### src/rtl/spi_arb_pkg.sv
// spi_arb_pkg: arbiter state encodings, port indices and default deselect gap
package spi_arb_pkg;
  localparam logic [1:0] ARB_IDLE = 2'd0;
  localparam logic [1:0] ARB_OWN0 = 2'd1;
  localparam logic [1:0] ARB_OWN1 = 2'd2;
  localparam logic [1:0] ARB_GAP = 2'd3;
  localparam logic PORT0 = 1'b0;
  localparam logic PORT1 = 1'b1;
  localparam int DESELECT_DEFAULT = 4;
endpackage

### src/rtl/spi_flash_bus_arbiter.sv
// spi_flash_bus_arbiter: per-transaction sharing of one SPI flash bus between two masters with a deselect gap
module spi_flash_bus_arbiter
  import spi_arb_pkg::*;
#(
  parameter int DESELECT_CYCLES = DESELECT_DEFAULT,
  parameter bit ROUND_ROBIN = 1'b1
) (
  input  logic clk,
  input  logic reset,
  input  logic req0,
  output logic gnt0,
  input  logic cs_b0,
  input  logic sck0,
  input  logic mosi0,
  output logic miso0,
  input  logic req1,
  output logic gnt1,
  input  logic cs_b1,
  input  logic sck1,
  input  logic mosi1,
  output logic miso1,
  output logic spi_cs_b,
  output logic spi_sck,
  output logic spi_mosi,
  input  logic spi_miso
);
  localparam int CW = DESELECT_CYCLES > 0 ? $clog2(DESELECT_CYCLES + 1) : 1;
  localparam logic [CW-1:0] GAP_LOAD = CW'(DESELECT_CYCLES > 0 ? DESELECT_CYCLES - 1 : 0);
  logic [1:0] state, state_nxt;
  logic last_owner;
  logic [CW-1:0] gap_cnt;
  logic pick1;
  // on a tie round-robin hands the bus to whoever did not own it last
  always_comb begin
    pick1 = (req0 && req1) ? (ROUND_ROBIN && last_owner == PORT0) : req1;
    state_nxt = state;
    case (state)
      ARB_IDLE: state_nxt = (req0 || req1) ? (pick1 ? ARB_OWN1 : ARB_OWN0) : ARB_IDLE;
      ARB_OWN0: state_nxt = req0 ? ARB_OWN0 : (DESELECT_CYCLES > 0 ? ARB_GAP : ARB_IDLE);
      ARB_OWN1: state_nxt = req1 ? ARB_OWN1 : (DESELECT_CYCLES > 0 ? ARB_GAP : ARB_IDLE);
      default:  state_nxt = gap_cnt == '0 ? ARB_IDLE : ARB_GAP;
    endcase
  end
  always_ff @(posedge clk) begin
    if (reset) begin
      state <= ARB_IDLE;
      gnt0 <= 1'b0;
      gnt1 <= 1'b0;
      last_owner <= PORT1;
      gap_cnt <= '0;
    end else begin
      state <= state_nxt;
      gnt0 <= state_nxt == ARB_OWN0;
      gnt1 <= state_nxt == ARB_OWN1;
      if (state_nxt == ARB_OWN0) last_owner <= PORT0;
      if (state_nxt == ARB_OWN1) last_owner <= PORT1;
      gap_cnt <= (state != ARB_GAP && state_nxt == ARB_GAP) ? GAP_LOAD :
                 (state == ARB_GAP && gap_cnt != '0) ? gap_cnt - CW'(1) : '0;
    end
  end
  // pins follow the registered grants only, so dropping req forces cs_b high on the grant-fall edge
  assign spi_cs_b = gnt0 ? cs_b0 : gnt1 ? cs_b1 : 1'b1;
  assign spi_sck = gnt0 ? sck0 : gnt1 ? sck1 : 1'b1;
  assign spi_mosi = gnt0 ? mosi0 : gnt1 ? mosi1 : 1'b0;
  assign miso0 = gnt0 ? spi_miso : 1'b1;
  assign miso1 = gnt1 ? spi_miso : 1'b1;
  assert property (@(posedge clk) disable iff (reset) !(gnt0 && gnt1));
endmodule

### config.mk
export PLATFORM = sky130hd
export DESIGN_NAME = spi_flash_bus_arbiter
export DESIGN_NICKNAME = d
export VERILOG_FILES = /design/src/rtl/spi_arb_pkg.sv /design/src/rtl/spi_flash_bus_arbiter.sv
export SDC_FILE = /design/constraint.sdc
export NUM_CORES = 1
export LEC_CHECK = 0
export BUFFER_PORTS_ARGS = -buffer_cell sky130_fd_sc_hd__buf_4
export CORE_AREA = 4 4 41 43
export CTS_CLUSTER_DIAMETER = 150
export CTS_CLUSTER_SIZE = 40
export DETAILED_ROUTE_END_ITERATION = 7
export DIE_AREA = 0 0 45 47
export HOLD_SLACK_MARGIN = 0.12
export SYNTH_ARGS = -nofsm -noshare
export SYNTH_HDL_FRONTEND = slang
export SYNTH_SLANG_ARGS = --single-unit
### constraint.sdc
create_clock -name clk -period 1.4 [get_ports clk]
set_input_delay 0.07 -clock clk [delete_from_list [all_inputs] [get_ports clk]]
set_output_delay 0.07 -clock clk [all_outputs]
set_load 0.01 [all_outputs]
# [After elaboration in Yosys (flattened, before gate mapping)]
# Cells that the tools add are included.
[classes] bitwise=2 eq_ne=7 mux=17 n_reduce_logical=9 n_addsub=1
[op_table] op="2-bit two-way mux" n=6
[op_table] op="1-bit two-way mux" n=10
[op_table] op="2-bit == test (second input constant)" n=4
[op_table] op="2-bit one-hot mux with 3 select lines" n=1
[op_table] op="2-bit by 1-bit == test with 1-bit output (second input constant)" n=2
[op_table] op="1-bit logical AND" n=3
[op_table] op="3-bit zero test" n=1
[op_table] op="3-bit nonzero test" n=1
[op_table] op="3-bit OR reduction" n=1
[op_table] op="3-bit by 1-bit subtractor with 3-bit output (second input constant)" n=1
[op_table] op="2-bit zero test" n=1
[op_table] op="2-bit != test (second input constant)" n=1
[op_table] op="1-bit inverter" n=2
[op_table] op="2-bit OR reduction" n=1
[op_table] op="1-bit logical OR" n=1
[totals] out_inout_bits=7 register_bits=8 in_bits=11 wordCells=42

# [Logic depth before layout (Yosys ltp)]
# Gate-level depths: netlist of the first run.
[logic_depth] ltp_word=8 depth_mapped=5 depth_no_buf=5

# [Worst setup path after synthesis of the first run]
# Ideal clock, no wire load.
[synth_path] kind="reg-to-reg" from="reg gap_cnt[0]" to="reg gap_cnt[0]" stages_incl_launch_ff=6 setup_ps=92 t_arrival_ps=965 setup_slack_ps=342 n_path_buf=0 cell_sequence="dfxtp_1 inv_1 ha_1 nand3b_1 a21oi_2 o32ai_1"
[synth_between] elab_chain_cells=6
[synth_rtl] item="start: declaration" line="spi_flash_bus_arbiter.sv:31" source="logic [CW-1:0] gap_cnt;"
[synth_rtl] item="start signal: assignment" line="spi_flash_bus_arbiter.sv:57" source="gap_cnt <= (state != ARB_GAP && state_nxt == ARB_GAP) ? GAP_LOAD :"
[synth_rtl] item="3-bit zero test" line="spi_flash_bus_arbiter.sv:41" source="default: state_nxt = gap_cnt == '0 ? ARB_IDLE : ARB_GAP;"
[synth_rtl] item="2-bit two-way mux" line="spi_flash_bus_arbiter.sv:41"
[synth_rtl] item="2-bit one-hot mux with 3 select lines" line="spi_flash_bus_arbiter.sv:37" source="case (state)"
[synth_rtl] item="2-bit == test" line="spi_flash_bus_arbiter.sv:57"
[synth_rtl] item="1-bit logical AND" line="spi_flash_bus_arbiter.sv:57"
[synth_rtl] item="2-bit two-way mux *" line="spi_flash_bus_arbiter.sv:57"
# Mark *: on every way between the ends. The rest lies on a longest branch, timed or not.
# A chain may end at the register's enable or synchronous reset.

# [Worst setup path in the final report of the first run]
[layout_path] from="in req1" to="reg gap_cnt[1]"
[layout_between] elab_chain_cells=8
[layout_rtl] item="start: declaration" line="spi_flash_bus_arbiter.sv:16" source="input logic req1,"
[layout_rtl] item="1-bit logical AND" line="spi_flash_bus_arbiter.sv:35" source="pick1 = (req0 && req1) ? (ROUND_ROBIN && last_owner == PORT0) : req1;"
[layout_rtl] item="1-bit two-way mux" line="spi_flash_bus_arbiter.sv:35"
[layout_rtl] item="2-bit two-way mux (2 in series)" line="spi_flash_bus_arbiter.sv:38" source="ARB_IDLE: state_nxt = (req0 || req1) ? (pick1 ? ARB_OWN1 : ARB_OWN0) : ARB_IDLE;"
[layout_rtl] item="2-bit one-hot mux with 3 select lines *" line="spi_flash_bus_arbiter.sv:37"
[layout_rtl] item="2-bit == test *" line="spi_flash_bus_arbiter.sv:57"
[layout_rtl] item="1-bit logical AND *" line="spi_flash_bus_arbiter.sv:57"
[layout_rtl] item="2-bit two-way mux *" line="spi_flash_bus_arbiter.sv:57"
# Marks and branches as above.

==> results.toml, run 1 <==
[placed_design]
hpwl_um = 717
placedCellCount = 81
place.port_buffers = 17
gp_congestion = 0.762

[sta]
slew-limit-headroom_pct = 80.4
rsz0062_at_grt = "no"
setup_viol = 0
hold_viol = 0
period_needed_ns = 1.19
tns_ns = 0
maxSlewViolCount = 0
min_period_over_period_pct = 84.9
worstMarginPinSlew_ns = 0.293
fmax_mhz = 842
clock_skew_ns = 0.00448

[detailed_routing]
vias = 415
drt-total-wl_um = 883
dr.max_layer_used = "met3"
dr.first_iter.drc_count = 6
firstDrtPassIters = 4
drc = 0
dr_wl_met2_um = 407
drt-met1-wl_um = 348
wl_per_cell_um = 10.3
vias_per_cell = 4.83
route.met3.wl_um = 127
ant_nets = 0

[setup_path]
cp_max_fo = 3
cp.required_ns = 1.55
critPathKind = "in -> reg"
crit_path_start_kind = "primary input"
cp.arrival_ns = 1.34
end_kind = "flop"

[synth]
synth_seq_area_share_pct = 38.9
syn_area_um2 = 412
syn_avg_cell_area_um2 = 8.40
yosys_warnings = 0
ys_types = 22
postSynthCellCount = 49
synth-seq-cells = 8
syn_nets = 62

[clocking]
post_cts_buffers = 0
clockBufferDepth = 2
clk_pin_slew_worst_paths_ns = 0.05
cts-buffers-inserted = 3
cts.sinks = 8
cts_max_level = 1
cts_tree = "done"
cts_root_buffer = "clkbuf_4"
post_cts_resized = 0
clock_latency_ns = 0.25

[power]
p_leak_nw = 0.270
p_per_area_nw_per_um2 = 1050
power_mw = 0.632
ir_worst_vdd_mv = 0.606

[floorplanning]
die_w_um = 45
core_region_area_um2 = 1300
die-area_um2 = 2120
rows = 13
ios = 18
die_h_um = 47
start_util_pct = 31.6

[final_layout]
fill_cells = 139
post_route_cells_drive_above_1_share_pct = 32.4
syn2layout_area_growth_pct = 45.9
seq_area_um2 = 160
diodes = 0
multi_input_comb_area_um2 = 225
layoutNonFillerInstCount = 86
nets = 86

[grt]
grt-ovfl-total = 0
grt_pass1_wl_um = 1480
antenna_found_initial = 0
track_usage_pct = 10.1
grt_max_degree = 9
grt_pass1_vias = 371

[min_path]
hold_path.class = "in -> reg"

[job]
maxCapViolCount = 0

[outcome]
status = "complete, no violations"
[stage by stage]
step           setup WS, ns  util, %  instance area [um^2]  hold slack, ns
3_3_place_gp          0.245     42.9                   558           0.272
4_1_cts               0.209     46.2                   601           0.147
5_1_grt               0.102     46.2                   601           0.161
3_5_place_dp          0.231     42.9                   558           0.270
6_report              0.212     46.2                   601           0.159
2_1_floorplan         0.342        -                   412           0.142
[state kept, by name (all words and copies together), names as in the netlist]
name,cells
gnt1,1
state,2
gnt0,1
last_owner,1
gap_cnt,3
[placed cells by master (no fill, tap or decap)]
cell / count
nand2b_1: 3
dfxtp_1: 8
nand3b_1: 1
dlygate4sd3_1: 2
o21ai_0: 2
clkbuf_4: 3
nand2_1: 2
a211oi_1: 1
a21oi_1: 4
o21bai_1: 1
nor3b_1: 2
nor2_2: 1
xnor2_1: 1
nor2b_1: 1
buf_4: 17
a311oi_1: 1
a21oi_2: 1
nor3_1: 1
inv_1: 7
o32ai_1: 2
o22a_2: 1
nand4b_1: 1
nor2_1: 5
ha_1: 2
and2b_1: 1
[logic make-up (layout without fill, tap and decap cells)]
logic type	count (synthesis)	in the layout	synth area share [%]
xor+xnor	1	1	2.13
buf+inv	7	29	6.38
simple gates	18	18	24.6
fa+ha+maj	2	2	6.08
compound gates	13	13	21.9
flops	8	8	38.9
[final cells by class]
type | instances | area share (%)
Timing Repair Buffer | 19 | 24.6
Clock buffer | 3 | 3.75
Tap cell | 15 | 3.13
Sequential cell | 8 | 26.7
Inverter | 7 | 4.38
Multi-Input combinational cell | 34 | 37.5
[report_power, final]
| part | total (mW) | leakage, nW | switching (mW) | internal [mW] |
|---|---|---|---|---|
| combinational | 0.174 | 0.191 | 0.0790 | 0.0951 |
| sequential | 0.285 | 0.0660 | 0.0302 | 0.255 |
| clock | 0.173 | 0.0138 | 0.0749 | 0.0979 |
[synthesized netlist by cell type (all sizes together)]
library cell | count | area [um^2]
dfxtp | 8 | 160
inv | 7 | 26.3
nor2 | 6 | 25.0
a21oi | 5 | 28.8
nand2b | 3 | 18.8
ha | 2 | 25.0
nand2 | 2 | 7.51
nor3b | 2 | 15.0
o21ai | 2 | 10.0
o32ai | 2 | 17.5
a211oi | 1 | 7.51
a311oi | 1 | 8.76
and2b | 1 | 7.51
nand3b | 1 | 7.51
nand4b | 1 | 8.76
nor2b | 1 | 6.26
nor3 | 1 | 5.00
o21bai | 1 | 7.51
o22a | 1 | 10.0
xnor2 | 1 | 8.76
[layer usage]
layer  vias up  track usage, %
met5         -               0
met4         0            8.77
met3         0            3.83
met2        25            16.9
met1       177            9.61
li1        213               -
[worst max-delay path, cell delays in order]
cell	delay [ns]
dlygate4sd3_1	0.54
buf_4	0.14
nor2_2	0.10
o22a_2	0.17
a21oi_2	0.04
o32ai_1	0.28
[timing repair]
item,CTS,global route
hold buffers,2,0
endpoints found under the setup margin,0,0
endpoints found under the hold margin,2,0
[worst paths after layout]
path / cells past startpoint / slack (ns) / endpoint / start
worst min register to register: 1 / 0.45 / gap_cnt[0] / gap_cnt[0]
worst max-delay path: 6 / 0.21 / gap_cnt[1] / req1
worst min-delay path: 3 / 0.16 / gnt1 / req0
worst max register to register: 5 / 0.23 / gap_cnt[1] / gap_cnt[0]
No activity file was read; power rests on OpenSTA's default activity.
==> inputs of run 2 (changes only) <==
==> constraint.sdc (replaced) <==
create_clock -name clk -period 0.95 [get_ports clk]
set_input_delay 0.0475 -clock clk [delete_from_list [all_inputs] [get_ports clk]]
set_output_delay 0.0475 -clock clk [all_outputs]
set_load 0.01 [all_outputs]
==> results.toml, run 2 (synthesis results as in run 1) <==
[outcome]
status = "complete, but fails checks"
violations = "negative setup slack"

[power]
intPower_mw = 0.757
power_frac_clock_pct = 24.5
power_frac_seq_pct = 38.8
power.switching_mw = 0.343
ir_worst_vdd_mv = 0.875
power_mw = 1.10
p_per_area_nw_per_um2 = 1470
switching_share_pct = 31.2
power_frac_comb_pct = 36.7
p_leak_nw = 0.329

[sta]
tns_ns = -0.747
fmax_mhz = 898
worstMarginPinSlew_ns = 0.234
maxSlewViolCount = 0
worst_slack_ns = -0.164
setup_viol = 9
min_period_over_period_pct = 117
slew-limit-headroom_pct = 84.3
hold_viol = 0
rsz0062_at_grt = "yes"
period_needed_ns = 1.11
clock_skew_ns = 0.00570

[clocking]
cts_root_buffer = "clkbuf_4"
clockBufferDepth = 2
clock_latency_ns = 0.26
clk_pin_slew_worst_paths_ns = 0.06
cts_tree = "done"
cts.sinks = 8
cts_max_level = 1
cts-buffers-inserted = 3

[placed_design]
hpwl_um = 786
place.port_buffers = 17
post_dp_cell_area_um2 = 602
gp_congestion = 0.759

[floorplanning]
ios = 18
die_h_um = 47
die_w_um = 45
die-area_um2 = 2120
rows = 13
start_util_pct = 31.6
core_region_area_um2 = 1300

[final_layout]
diodes = 0
final_common_cell = "buf_4"
largest_reg_flops = 3
layout_common_cells = "buf_4 (22), nor2_1 (5), inv_2 (4), a21oi_1 (4), dfxtp_2 (4)"
post_route_cells_drive_above_1_share_pct = 63.3
nets = 94
syn2layout_area_growth_pct = 81.8
postLayoutCellArea_um2 = 748
reg_top3 = "gap_cnt: 3 flops, state: 2 flops"
top_register = "gap_cnt"
fill_cells = 120

[grt]
track_usage_pct = 13.0
antenna_found_initial = 0
grt_max_degree = 9
grt-ovfl-total = 0
grt_pass1_vias = 448
grt_pass1_wl_um = 1930

[detailed_routing]
vias_per_cell = 4.87
drt-total-wl_um = 1190
firstDrtPassIters = 4
drc = 0
ant_nets = 0
dr.first_iter.drc_count = 2
vias = 458
wl_per_cell_um = 12.7

[min_path]
hold_path.class = "in -> reg"

[setup_path]
cp_max_fo = 3
end_kind = "flop"
cp.arrival_ns = 1.25
cp.required_ns = 1.08
crit_path_start_kind = "flop"
critPathKind = "reg -> reg"

[job]
maxCapViolCount = 0
## run 2: cell count changes in the layout (fill, tap and decap cells not counted), moves of 4 or more
| cell | change |
|---|---|
| buf_4 | +5 |
| dfxtp_1 | -6 |
| dfxtp_2 | +4 |
| inv_1 | -4 |
| inv_2 | +4 |
## run 2: routing by layer
layer | up-vias | global-route usage, % | wire length [um]
met5 | - | 0 | 0
met4 | 0 | 10.5 | 21
met3 | 4 | 3.45 | 134
met2 | 21 | 23.7 | 620
met1 | 201 | 12.1 | 416
li1 | 232 | - | -
## run 2: power by group through the flow
stage	clock, mW	combinational (mW)	sequential (mW)
2_1_floorplan	0	0.155	0.425
3_3_place_gp	0	0.291	0.423
3_5_place_dp	0	0.298	0.425
4_1_cts	0.275	0.350	0.423
5_1_grt	0.288	0.445	0.433
6_report	0.270	0.404	0.427
## run 2: path summary, 6_finish.rpt
kind              slack, ns  cells past startpoint          to  startpoint
hold / removal         0.13                      3        gnt1        req0
setup reg to reg      -0.16                      5  gap_cnt[0]  gap_cnt[0]
setup / recovery      -0.16                      5  gap_cnt[0]  gap_cnt[0]
hold reg to reg        0.44                      1  gap_cnt[0]  gap_cnt[0]
## run 2: cell type report
| class | instances | area (um^2) | area share (%) |
|---|---|---|---|
| Timing Repair Buffer | 27 | 218 | 29.1 |
| Inverter | 7 | 26.3 | 3.51 |
| Tap cell | 15 | 18.8 | 2.51 |
| Multi-Input combinational cell | 34 | 290 | 38.8 |
| Sequential cell | 8 | 173 | 23.1 |
| Clock buffer | 3 | 22.5 | 3.01 |
## run 2: what timing repair did
| item | CTS | global route |
|---|---|---|
| cloned | 0 | 0 |
| hold buffers | 3 | 0 |
| resized for setup | 12 | 10 |
| setup endpoints to repair | 11 | 13 |
| endpoints found under the hold margin | 3 | 0 |
| setup buffers | 2 | 1 |
| pin swaps | 6 | 9 |
## run 2: critical path, stage by stage, from the launching register on
cell      delay [ns]
dfxtp_2         0.32
inv_2           0.08
ha_4            0.14
nand3b_1        0.12
a21oi_2         0.24
o32ai_1         0.10
## run 2: through the flow
| step | hold WS (ns) | instances | util (%) | worst slack (ns) |
|---|---|---|---|---|
| floorplan | 0.112 | 49 | - | -0.0379 |
| global placement | 0.250 | 86 | 46.3 | -0.0835 |
| detailed placement | 0.252 | 86 | 46.3 | -0.107 |
| CTS | 0.110 | 94 | 54.5 | -0.122 |
| global route | 0.134 | 94 | 57.5 | -0.217 |
| finish | 0.125 | 94 | 57.5 | -0.164 |
==> inputs of run 3 (changes only) <==
==> constraint.sdc (replaced) <==
create_clock -name clk -period 1.32 [get_ports clk]
set_input_delay 0.066 -clock clk [delete_from_list [all_inputs] [get_ports clk]]
set_output_delay 0.066 -clock clk [all_outputs]
set_load 0.01 [all_outputs]
==> results.toml, run 3 (synthesis results as in run 1) <==
[final_layout]
final_core_util_pct = 46.7
largest_reg_flops = 3
nets = 87
postLayoutCellArea_um2 = 608
diodes = 0
top_register = "gap_cnt"
multi_input_comb_area_um2 = 225
post_route_cells_drive_above_1_share_pct = 33.3
fill_cells = 145
syn2layout_area_growth_pct = 47.7
seq_area_um2 = 160
reg_top3 = "gap_cnt: 3 flops, state: 2 flops"
layout_common_cells = "buf_4 (18), dfxtp_1 (8), inv_1 (7), nor2_1 (5), a21oi_1 (4)"
final_common_cell = "buf_4"

[floorplanning]
ios = 18
core_region_area_um2 = 1300
die_w_um = 45
rows = 13
start_util_pct = 31.6
die-area_um2 = 2120
die_h_um = 47

[clocking]
clock_latency_ns = 0.25
cts_root_buffer = "clkbuf_4"
cts_tree = "done"
post_cts_resized = 0
cts.sinks = 8
clockBufferDepth = 2
cts_max_level = 1
post_cts_buffers = 0
clk_pin_slew_worst_paths_ns = 0.05
cts-buffers-inserted = 3

[setup_path]
cp.required_ns = 1.47
crit_chain = "dlygate4sd3_1 > buf_4 > nor2_2 > o22a_2 > a21oi_2 > o32ai_1"
timing.rr.end = "gap_cnt[0]"
slowest_stage = "dlygate4sd3_1"
cp.arrival_ns = 1.36
worstRegToRegCells = 5
path_buf_inv = 2
end_kind = "flop"
reg2reg_from = "gap_cnt[0]"
worst_path_dominant_cell_family = "buffers and inverters"
r2r_slack_ns = 0.14
crit_path_start_kind = "primary input"
critical_path.max_stage_delay_ns = 0.54
cp_max_fo = 3
critPathKind = "in -> reg"

[sta]
slew-limit-headroom_pct = 80.9
clock_skew_ns = 0.00231
tns_ns = 0
min_period_over_period_pct = 91.4
fmax_mhz = 829
maxSlewViolCount = 0
setup_viol = 0
rsz0062_at_grt = "no"
period_needed_ns = 1.21
hold_viol = 0
worstMarginPinSlew_ns = 0.286

[outcome]
status = "complete, no violations"

[power]
p_leak_nw = 0.275
ir_worst_vdd_mv = 0.510
power_mw = 0.676
p_per_area_nw_per_um2 = 1110

[detailed_routing]
vias = 424
drc = 0
wl_per_cell_um = 10.4
dr.first_iter.drc_count = 5
firstDrtPassIters = 4
drt-total-wl_um = 909
vias_per_cell = 4.87
ant_nets = 0

[grt]
grt_max_degree = 9
antenna_found_initial = 0
grt_pass1_wl_um = 1480
grt_pass1_vias = 389
track_usage_pct = 10.1
grt-ovfl-total = 0

[min_path]
hold_path_depth = 3
hold_end = "gnt1"
worstHoldStart = "req0"
hold_path.class = "in -> reg"

[placed_design]
gp_congestion = 0.761
hpwl_um = 724
post_dp_cell_area_um2 = 566
place.port_buffers = 17

[job]
maxCapViolCount = 0
-- run 3: cell type report --
class | instances | share of cell area (%)
clock buffers | 3 | 3.70
well taps | 15 | 3.09
flip-flops and latches | 8 | 26.3
repair buffers | 20 | 25.5
inverters | 7 | 4.32
multi-input cells | 34 | 37.0
-- run 3: repair_timing --
action,CTS,global route
setup endpoints to repair,0,0
hold endpoints to repair,2,0
hold buffers,2,0
-- run 3: worst max-delay path by stage --
stage | startpoint | endpoint | slack [ns] | cells after the start
finish | req1 | gap_cnt[0] | 0.11 | 6
detailed placement | gap_cnt[0] | gap_cnt[0] | 0.16 | 5
global placement | gap_cnt[0] | gap_cnt[1] | 0.20 | 5
global route | gap_cnt[0] | gap_cnt[0] | 0.05 | 5
floorplan | gap_cnt[0] | gap_cnt[0] | 0.26 | 5
CTS | req1 | gap_cnt[0] | 0.14 | 6
-- run 3: layer usage --
layer	global-route usage [%]	part of all wire, %	wire length (um)
met3	3.07	14	124
met2	16.7	42	383
met1	9.84	40	367
met5	0	0	0
met4	10.5	3.5	32
-- run 3: worst reg2reg max path, cell delays in order, from the launching register on --
cell	delay (ns)
dfxtp_1	0.33
inv_1	0.06
ha_1	0.20
nand3b_1	0.12
a21oi_2	0.08
o32ai_1	0.29
-- run 3: power breakdown --
group / internal [mW] / total (mW) / switching [mW] / leakage, nW
sequential: 0.270 / 0.298 / 0.0282 / 0.0660
clock: 0.104 / 0.183 / 0.0794 / 0.0138
combinational: 0.106 / 0.194 / 0.0879 / 0.196
total: 0.480 / 0.676 / 0.195 / 0.275
-- run 3: metrics by stage --
stage                     hold slack (ns)  instances  setup WS (ns)
after floorplan                     0.138         49          0.262
after global placement              0.274         82          0.197
after detailed placement            0.271         82          0.163
after CTS                           0.156         87          0.142
after global routing                0.165         87         0.0530
final                               0.163         87          0.113
